==> src/rtl/rf_port_arbiter.sv <==
// rtl/rf_port_arbiter.sv - two-requester round-robin register file port arbiter (optional RF_ARB_BYPASS_EN)
module rf_port_arbiter #(
    parameter int DW       = 32,
    parameter int AW       = 4,
    parameter int LOCK_MAX = 4
) (
    input  logic          clk,
    input  logic          rst,
    input  logic          req_a,
    input  logic          req_b,
    input  logic          lock_a,
    input  logic          lock_b,
    input  logic          rd_a,
    input  logic          rd_b,
    input  logic          wr_a,
    input  logic          wr_b,
    input  logic [AW-1:0] so1_a,
    input  logic [AW-1:0] so2_a,
    input  logic [AW-1:0] si_a,
    input  logic [AW-1:0] so1_b,
    input  logic [AW-1:0] so2_b,
    input  logic [AW-1:0] si_b,
    input  logic [DW-1:0] wd_a,
    input  logic [DW-1:0] wd_b,
    output logic          gnt_a,
    output logic          gnt_b,
    output logic          rvalid_a,
    output logic          rvalid_b,
    output logic [DW-1:0] rdata1,
    output logic [DW-1:0] rdata2,
    output logic          rf_en,
    output logic          rf_rd,
    output logic          rf_wr,
    output logic [AW-1:0] rf_sel_o1,
    output logic [AW-1:0] rf_sel_o2,
    output logic [AW-1:0] rf_sel_i1,
    output logic [DW-1:0] rf_ip1,
    input  logic [DW-1:0] rf_op1,
    input  logic [DW-1:0] rf_op2
);

    localparam logic [1:0] IDLE  = 2'd0;
    localparam logic [1:0] OWN_A = 2'd1;
    localparam logic [1:0] OWN_B = 2'd2;
    localparam int         CW    = $clog2(LOCK_MAX) + 1;

    logic [1:0]    state;
    logic          prio;
    logic [CW-1:0] lock_cnt;
    logic          rv_a_q;
    logic          rv_b_q;
    logic [DW-1:0] rdata1_q;
    logic [DW-1:0] rdata2_q;

    logic          pick_a;
    logic          pick_b;
    logic          gnt_any;
    logic          g_owned;
    logic          issue;
    logic          g_rd;
    logic          g_wr;
    logic          g_lock;
    logic [AW-1:0] g_so1;
    logic [AW-1:0] g_so2;
    logic [AW-1:0] g_si;
    logic [DW-1:0] g_wd;

    // Arbitration: a lock owner that still requests wins, else round-robin, else the lone requester
    always_comb begin
        pick_a = 1'b0;
        pick_b = 1'b0;
        if (state == OWN_A && req_a) begin
            pick_a = 1'b1;
        end else if (state == OWN_B && req_b) begin
            pick_b = 1'b1;
        end else if (req_a && req_b) begin
            pick_a = ~prio;
            pick_b = prio;
        end else begin
            pick_a = req_a;
            pick_b = req_b;
        end
    end

    // No grant may escape while reset is held
    assign gnt_a   = pick_a & ~rst;
    assign gnt_b   = pick_b & ~rst;
    assign gnt_any = gnt_a | gnt_b;
    assign g_owned = (gnt_a && state == OWN_A) || (gnt_b && state == OWN_B);

    // Operand mux from the granted requester
    always_comb begin
        g_rd   = rd_a;
        g_wr   = wr_a;
        g_lock = lock_a;
        g_so1  = so1_a;
        g_so2  = so2_a;
        g_si   = si_a;
        g_wd   = wd_a;
        if (gnt_b) begin
            g_rd   = rd_b;
            g_wr   = wr_b;
            g_lock = lock_b;
            g_so1  = so1_b;
            g_so2  = so2_b;
            g_si   = si_b;
            g_wd   = wd_b;
        end
    end

    // A grant with neither rd nor wr is a no-op and leaves the file idle
    assign issue     = gnt_any & (g_rd | g_wr);
    assign rf_en     = issue;
    assign rf_rd     = issue & g_rd;
    assign rf_wr     = issue & g_wr;
    assign rf_sel_o1 = issue ? g_so1 : '0;
    assign rf_sel_o2 = issue ? g_so2 : '0;
    assign rf_sel_i1 = issue ? g_si  : '0;
    assign rf_ip1    = issue ? g_wd  : '0;

    // Lock ownership and round-robin pointer; lock_cnt counts grants within one lock run
    always_ff @(posedge clk) begin
        if (rst) begin
            state    <= IDLE;
            prio     <= 1'b0;
            lock_cnt <= '0;
        end else if (gnt_any) begin
            if (g_owned) begin
                if (!g_lock || lock_cnt == CW'(LOCK_MAX - 1)) begin
                    state    <= IDLE;
                    lock_cnt <= '0;
                    prio     <= gnt_a;
                end else begin
                    lock_cnt <= lock_cnt + 1'b1;
                end
            end else if (g_lock && LOCK_MAX > 1) begin
                state    <= gnt_a ? OWN_A : OWN_B;
                lock_cnt <= CW'(1);
            end else begin
                state    <= IDLE;
                lock_cnt <= '0;
                prio     <= gnt_a;
            end
        end else begin
            state    <= IDLE;
            lock_cnt <= '0;
        end
    end

    // Read response: capture file outputs in the issue cycle, strobe the owner next cycle
    always_ff @(posedge clk) begin
        if (rst) begin
            rv_a_q   <= 1'b0;
            rv_b_q   <= 1'b0;
            rdata1_q <= '0;
            rdata2_q <= '0;
        end else begin
            rv_a_q <= gnt_a & g_rd;
            rv_b_q <= gnt_b & g_rd;
            if (issue && g_rd) begin
                rdata1_q <= rf_op1;
                rdata2_q <= rf_op2;
            end
        end
    end

    // A reset arriving in the response cycle drops the pending strobe
    assign rvalid_a = rv_a_q & ~rst;
    assign rvalid_b = rv_b_q & ~rst;

`ifdef RF_ARB_BYPASS_EN
    logic [DW-1:0] byp_data;
    logic          byp_hit1;
    logic          byp_hit2;

    // Bypass register: last write data, plus per-port collision flags for the last read
    always_ff @(posedge clk) begin
        if (rst) begin
            byp_data <= '0;
            byp_hit1 <= 1'b0;
            byp_hit2 <= 1'b0;
        end else begin
            if (issue && g_wr) begin
                byp_data <= g_wd;
            end
            if (issue && g_rd) begin
                byp_hit1 <= g_wr && (g_so1 == g_si);
                byp_hit2 <= g_wr && (g_so2 == g_si);
            end
        end
    end

    assign rdata1 = byp_hit1 ? byp_data : rdata1_q;
    assign rdata2 = byp_hit2 ? byp_data : rdata2_q;
`else
    assign rdata1 = rdata1_q;
    assign rdata2 = rdata2_q;
`endif

endmodule
==> config.mk <==
export PLATFORM = sky130hd
export DESIGN_NAME = rf_port_arbiter
export DESIGN_NICKNAME = d
export VERILOG_FILES = /design/src/rtl/rf_port_arbiter.sv
export SDC_FILE = /design/constraint.sdc
export NUM_CORES = 1
export LEC_CHECK = 0
export CAP_MARGIN = 30
export CELL_PAD_IN_SITES_DETAIL_PLACEMENT = 2
export CELL_PAD_IN_SITES_GLOBAL_PLACEMENT = 2
export CORE_AREA = 3 3 156 158
export CTS_CLUSTER_SIZE = 30
export DETAILED_ROUTE_END_ITERATION = 16
export DIE_AREA = 0 0 159 161
export PLACE_DENSITY = 0.81
export SETUP_SLACK_MARGIN = 0.4
export SYNTH_ARGS = -nofsm -noshare
export SYNTH_HDL_FRONTEND = slang
export SYNTH_SLANG_ARGS = --single-unit
==> constraint.sdc <==
create_clock -name clk -period 2.5 [get_ports clk]
set_input_delay 0.375 -clock clk [delete_from_list [all_inputs] [get_ports clk]]
set_output_delay 0.375 -clock clk [all_outputs]
set_load 0.005 [all_outputs]
======== Word level (Yosys, flattened, before mapping) ========
Index checks and enable logic that the tools add are counted.
storage, ports and cells
  register bits ........................... 72
  latch bits .............................. 0
  bits in writable memories ............... 0
  ROM bits ................................ 0
  output and inout port bits .............. 115
  word-level logic and storage cells ...... 65
  memories kept ........................... 0
cells by class
  add/sub/neg operators ................... 1
  multiply operators ...................... 0
  div/mod/pow operators ................... 0
  magnitude comparators ................... 0
  eq/ne operators ......................... 5
  shift operators ......................... 0
  mux-type cells .......................... 27
  bitwise logic cells ..................... 14
  reductions and logical operators ........ 11
operators by type and width
  operator             count
  $mux 32              2
  $mux 4               6
  $mux 1               13
  $and 1x1->1          9
  $mux 2               4
  $logic_and 1x1->1    6
  $mux 3               2
  $add 3x1->3 const B  1
  $eq 3x2->1 const B   1
  $not 1->1            3
  $reduce_and 3->1     1
  $eq 2x1->1 const B   1
  $eq 2x2->1 const B   1
  $logic_or 1x1->1     2
  $ne 2x1->1 const B   1
  $ne 2x2->1 const B   1
  $or 1x1->1           2
  $reduce_or 2->1      1
  $logic_not 1->1      1

======== Depth between registers and ports, before layout ========
Gate-level depths: netlist of run 1.
  depth in word-level cells ............... 10
  mapped depth ............................ 10
  depth with buffers taken out ............ 8

======== Worst setup path before layout of run 1 ========
OpenSTA, ideal clock, no wires.
  kind .................................... register to output
  start ................................... register state[0]
  end ..................................... output port rf_ip1[22]
  arrival time ............................ 1.765 ns
  required time ........................... 2.125 ns
  setup slack ............................. 0.360 ns
  stages on the path, launching flop included .. 8
  path through ............................ dfxtp_1 -> and3b_1 -> a2111oi_4 -> o21ai_1 -> and2_1 -> buf_2 -> buf_6 -> a21oi_1
between the ends
  elaborated cells between the ends (all ways) .. 17
  classes of those cells .................. eq/ne (2); mux (8); bitwise (5); reduce/logical (2)
RTL lines
  item                      RTL line  source
  start: declaration        47        logic [1:0] state;
  start signal: assignment  137       state <= gnt_a ? OWN_A : OWN_B;
  $eq 2x2->1                74        end else if (state == OWN_B && req_b) begin
  $logic_and 1x1->1         74
  $mux 1                    74
  $mux 1 *                  72        if (state == OWN_A && req_a) begin
  $and 1x1->1 *             86        assign gnt_a = pick_a & ~rst;
  net gnt_a                 25        output logic gnt_a,
  $or 1x1->1 *              88        assign gnt_any = gnt_a | gnt_b;
  $and 1x1->1 *             112       assign issue = gnt_any & (g_rd | g_wr);
  $mux 32 *                 119       assign rf_ip1 = issue ? g_wd : '0;
  end: declaration          37        output logic [DW-1:0] rf_ip1,
Mark *: on every way through the listed nets, which the timed path passes. The rest lies on a longest branch.

======== Worst setup path after layout of run 1 ========
  start ................................... register state[1]
  end ..................................... output port rf_ip1[22]
between the ends
  word-level cells in the longest chain between the ends .. 9
  elaborated cells between the ends (all ways) .. 17
  classes of those cells .................. eq/ne (2); mux (8); bitwise (5); reduce/logical (2)
ends and longest elaborated chain
  item               RTL line  source
  $eq 2x2->1         74
  $logic_and 1x1->1  74
  $mux 1             74
  $mux 1             72
  $and 1x1->1        87        assign gnt_b = pick_b & ~rst;
  $mux 1             100       if (gnt_b) begin
  $or 1x1->1         112
  $and 1x1->1        112
  $mux 32 *          119
Mark *: on every way between the ends. The rest lies on a longest branch, timed or not.

==> reports/qor.txt, run 1 <==
Outcome = finished, final reports clean
Worst EP required = 2.12 ns
Final Total Pwr = 3.87 mW
Post-CTS Hold Fix Bufs = 0
Worst hold slack = 0.454 ns
Gr usage total = 14.7%
Area share of the largest cell type after synthesis = 41.9%
DR vias/cell = 4.19
Antenna violations before repair = 1
Syn Nets = 648
Sequential power share = 32.4%
Synth Instances = 484
Vias in the first global route = 4978
Die footprint = 25600 um2
Detailed Place HPWL = 14000 um
Area of the core = 23300 um2
Fin nets = 959
Slew Limit Fails = 0
GPL Wtd Cong = 0.720
H-tree Lvls = 3
Initial drt markers = 131
Global-route wire length before repair = 29300 um
Top post-synthesis cells by area = dfxtp_1 (42%), nand2_1 (24%), a21oi_1 (12%), a21oi_2 (7.6%), clkbuf_1 (1.9%)
Switching Share = 28.5%
Max Clk Rate = 424 MHz
Layout cells sized above 1 = 39.1%
CTS max path bufs = 2
Clock transition at path regs = 0.06 ns
Switching power = 1.10 mW
Mapped cell area = 3440 um2
Synth Area per Inst = 7.11 um2
Final period utilization = 94.3%
FFs w/ async S/R, synth = 0%
Logic gate share of total power = 31.3%
Setup Skew = 0.00769 ns
CTS tree = done
Synthesized flop and latch total = 72
Largest net degree at the start of global routing = 67
Clock share of power = 36.3%
CTS buffer count = 9
CTS root buf = clkbuf_16
Peak supply drop = 0.000276 V
Num rows = 56
Worst skew pair latency = 0.34 ns
CP Max Fanout = 15
Final setup violation count = 0
Die Span X = 159 um
Power Internal = 2.77 mW
Top-count cell post-synth = nand2_1
Fin. Hold Viols = 0
Yosys top cell by area = dfxtp_1
1st-pass router iterations = 4
# DRC = 0
Clock sinks = 72
Grt ovf = 0
Post-synthesis sequential area ratio = 41.9%
Syn-to-layout area delta = 139%
Slew at the pin closest to its max-slew limit = 0.749 ns
Via count = 4692
Crit Path Category = flop to primary output
Reg2Reg Setup Slack = 0.18 ns
Post-Layout Cell Count = 1120
Commonest cells in the netlist = nand2_1 (217), a21oi_1 (84), dfxtp_1 (72)
Num ports = 277
Hold crit path type = flop to flop
Number of enable flip-flop cells after synthesis = 0
Initial core utilization = 14.8%
Die height = 161 um
Max Cap Viol = 0
Pleak = 3.29 nW
Dpl cells = 1061
Final antenna-violating net count = 0
Post-layout minimum cycle time = 2.36 ns
Slew HR = 50.1%
DR WL/cell = 20.3 um
PwrDens = 471 nW/um2
Critical Path Sink Type = primary output
IO buf count = 276
Synth Flop Type = dfxtp_1
Worst setup SP type = flop
WL final = 22700 um
Synth cell types = 31
Warnings from Yosys = 0
Arrival @ worst endpoint = 1.98 ns
RSZ-0062 raised after global routing = yes
[worst max-delay path, stage by stage, from the launching register on]
cell and delay [ns]:
dfxtp_4 0.36, nand2b_4 0.15, a2111oi_4 0.39, o21ai_1 0.12, and2_4 0.20, buf_16 0.17, a21oi_2 0.12, buf_2 0.13
[sequential cells by signal, summed over array words and instances (netlist names)]
name	flops
lock_cnt	3
prio	1
rdata1	32
rdata2	32
rv_a_q	1
rv_b_q	1
state	2
[path summary, 6_finish.rpt]
| path | cells after the start | start | endpoint |
|---|---|---|---|
| setup / recovery | 7 | state[1] | rf_ip1[22] |
| hold / removal | 2 | rdata1[9] | rdata1[9] |
| setup reg to reg | 14 | state[1] | rdata1[22] |
| hold reg to reg | 2 | rdata1[9] | rdata1[9] |
[stage by stage]
stage               cell area, um2  TNS, ns  worst slack, ns  utilization, %
floorplan                     3440        0            0.386               -
finish                        8230        0            0.143            35.4
global route                  8230        0           0.0177            35.4
CTS                           7060  -0.0833          -0.0833            30.3
detailed placement            6580   -33.25           -0.561            28.3
global placement              6580   -24.19           -0.459            28.3
[routing by layer]
| layer | vias up | track usage, % | share of wire, % |
|---|---|---|---|
| met3 | 19 | 4.69 | 6.9 |
| met5 | - | 0 | 0 |
| met4 | 0 | 4.50 | 1.2 |
| li1 | 2198 | - | - |
| met1 | 2270 | 16.5 | 39 |
| met2 | 205 | 26.8 | 53 |
[cells by family (layout without fill, tap and decap cells)]
| kind of cell | Yosys count | after routing | share of synthesized area (%) |
|---|---|---|---|
| other | 0 | 1 | 0 |
| DFF | 72 | 72 | 41.9 |
| adders and majority gates | 2 | 2 | 0.727 |
| AOI/OAI and AO/OA | 126 | 126 | 23.1 |
| buffers and inverters | 44 | 360 | 6.66 |
| and+or+nand+nor | 240 | 240 | 27.6 |
[cell usage in the layout (no fill, tap or decap), drive strengths merged, types with 2 or more instances in the layout]
master | synthesis | layout
clkdlybuf4s50 | 0 | 224
buf | 19 | 96
inv | 8 | 8
a21oi | 114 | 114
and3b | 2 | 2
clkbuf | 17 | 28
nand2 | 218 | 218
nor2 | 4 | 4
dlygate4sd2 | 0 | 2
dfxtp | 72 | 72
nand3 | 2 | 2
o21ai | 3 | 3
nand2b | 2 | 2
and2 | 5 | 5
ha | 2 | 2
nor2b | 5 | 5
[area by class of cell]
type	count	area (um2)
diodes	1	2.50
clock buffers	14	284
clock inverters	2	35.0
fillers	2555	15000
inverters	8	35.0
multi-input cells	368	2500
flip-flops and latches	72	1450
well taps	319	399
repair buffers	336	3520
[power by group through the flow]
stage / logic, mW / registers [mW] / clock network (mW)
finish: 1.21 / 1.25 / 1.41
global placement: 0.884 / 1.26 / 0
CTS: 0.963 / 1.24 / 1.45
detailed placement: 0.897 / 1.26 / 0
floorplan: 0.300 / 1.27 / 0
global route: 1.30 / 1.26 / 1.51
[repair_timing]
item,4_1_cts,5_1_grt
setup buffers,12,8
endpoints found under the setup margin,117,112
gates resized for setup,244,210
pin swaps,5,55
cloned,5,17
Note: power is estimated with default switching activity, not from simulation.
==> inputs of run 2 (changes only) <==
- CORE_AREA: 3 3 156 158 -> 2 2 155 157
- DIE_AREA: 0 0 159 161 -> 0 0 157 159
- TNS_END_PERCENT: default -> 1
==> reports/qor.txt, run 2 (synthesis gave the netlist of run 1 again) <==
Die Span X = 157 um (-1.3%)
Area of the core = 23200 um2 (-0.30%)
Slew HR = 47.8% (-2.3 points)
Pleak = 2.71 nW (-17%)
1st-pass router iterations = 4 (unchanged)
Clock transition at path regs = 0.06 ns (about the same)
PwrDens = 475 nW/um2 (+0.94%)
Final TNS setup = 0 ns (unchanged)
Max Cap Viol = 0 (unchanged)
Post-layout minimum cycle time = 2.40 ns (+0.0429 ns)
Fin. Hold Viols = 0 (unchanged)
Setup Skew = 0.00571 ns (-0.00198 ns)
DR vias/cell = 4.06 (-3.1%)
Worst setup SP type = input port
Grt ovf = 0 (unchanged)
DR WL/cell = 16.3 um (-20%)
Fin nets = 942 (-1.8%)
Syn-to-layout area delta = 105%
Initial core utilization = 14.8% (+0.045 points)
Critical Path Sink Type = primary output
Worst EP required = 2.12 ns (about the same)
Peak supply drop = 0.000284 V (+2.9%)
Most frequent cells in the layout = clkdlybuf4s50_1 (225), nand2_1 (217), a21oi_1 (81), dfxtp_1 (69), a21oi_2 (32)
Arrival @ worst endpoint = 2.03 ns (+0.05 ns)
Crit Path Category = input port to primary output
Via count = 4469 (-4.8%)
Num ports = 277 (unchanged)
Final setup violation count = 0 (unchanged)
Layout cells sized above 1 = 17.2% (-22 points)
Largest net degree at the start of global routing = 67 (unchanged)
CTS max path bufs = 2 (unchanged)
Core Util, Final = 30.4% (-5.0 points)
Global-route wire length before repair = 27400 um (-6.3%)
# DRC = 0 (unchanged)
Worst skew pair latency = 0.33 ns (about the same)
IO buf count = 276 (unchanged)
Slew Limit Fails = 0 (unchanged)
RSZ-0062 raised after global routing = yes
Vias in the first global route = 4873 (-2.1%)
CTS root buf = clkbuf_16
Clock sinks = 72 (unchanged)
GPL Wtd Cong = 0.725 (+0.78%)
Commonest non-fill, non-tap cell in the layout = clkdlybuf4s50_1
H-tree Lvls = 3 (unchanged)
Gr usage total = 14.1% (-0.63 points)
WL final = 17900 um (-21%)
Die footprint = 25000 um2 (-2.5%)
Outcome = finished, final reports clean
Final period utilization = 96.0% (+1.7 points)
CTS tree = done
Initial drt markers = 102 (-22%)
Max Clk Rate = 417 MHz (-1.8%)
Post-CTS Hold Fix Bufs = 0 (unchanged)
Antenna violations before repair = 1 (unchanged)
Slew at the pin closest to its max-slew limit = 0.783 ns (+0.0347 ns)
Num rows = 56 (unchanged)
CP Max Fanout = 6 (-9)
Detailed Place HPWL = 13200 um (-5.4%)
Final antenna-violating net count = 0 (unchanged)
CTS buffer count = 9 (unchanged)
Hold crit path type = flop to flop
Worst hold slack = 0.453 ns (-0.00170 ns)
Die height = 159 um (-1.2%)
run 2: where the power goes:
group / total, mW / switching (mW) / internal, mW
logic: 0.934 / 0.380 / 0.554
clock network: 1.18 / 0.497 / 0.682
registers: 1.24 / 0.0310 / 1.21
total: 3.35 / 0.908 / 2.44
run 2: per-stage QoR:
stage	total power, mW	cells	setup slack (ns)	instance area (um2)
after floorplan	1.56	484	0.372	3440
after global placement	2.14	1069	-0.488	6630
after detailed placement	2.15	1069	-0.487	6630
after CTS	3.42	1097	0.0764	6990
after global routing	3.56	1100	-0.00186	7050
final	3.35	1101	0.0999	7050
run 2: final cells by class:
class / instances / area, um2
Antenna cell: 1 / 2.50
Clock buffer: 10 / 239
Clock inverter: 4 / 22.5
Fill cell: 2669 / 16100
Inverter: 8 / 30.0
Multi-Input combinational cell: 368 / 1810
Sequential cell: 72 / 1450
Tap cell: 319 / 399
Timing Repair Buffer: 319 / 3110
run 2: repair_timing:
item	in CTS	in global routing
pin swaps	2	1
gates cloned	3	1
endpoints found under the setup margin	115	116
buffers inserted	11	2
resized for setup	155	10
run 2: critical path: stages:
cell and delay, ns:
dlygate4sd2_1 0.27, and2_4 0.18, a2111oi_4 0.36, o21ai_1 0.11, and2_4 0.20, buf_12 0.15
clkbuf_16 0.16, a21oi_2 0.10, buf_2 0.12
run 2: final timing paths:
path	start	to	slack, ns	depth (start not counted)
max	req_b	rf_ip1[3]	0.1	9
min	rdata2[28]	rdata2[28]	0.45	2
max reg2reg	prio	rdata2[21]	0.30	10
min reg2reg	rdata2[28]	rdata2[28]	0.45	2
run 2: routing by layer:
layer / vias up / GRT usage (%) / wire, um
met2: 197 / 25.9 / 8960
met5: - / 0 / 0
met1: 2118 / 15.3 / 7090
li1: 2146 / - / -
met3: 8 / 5.69 / 1720
met4: 0 / 2.42 / 133
==> inputs of run 3 (changes only) <==
- CAP_MARGIN: 30 -> default
- SLEW_MARGIN: default -> 20
==> results of run 3 <==
Final layout, timing and power as in run 2 (identical DEF).
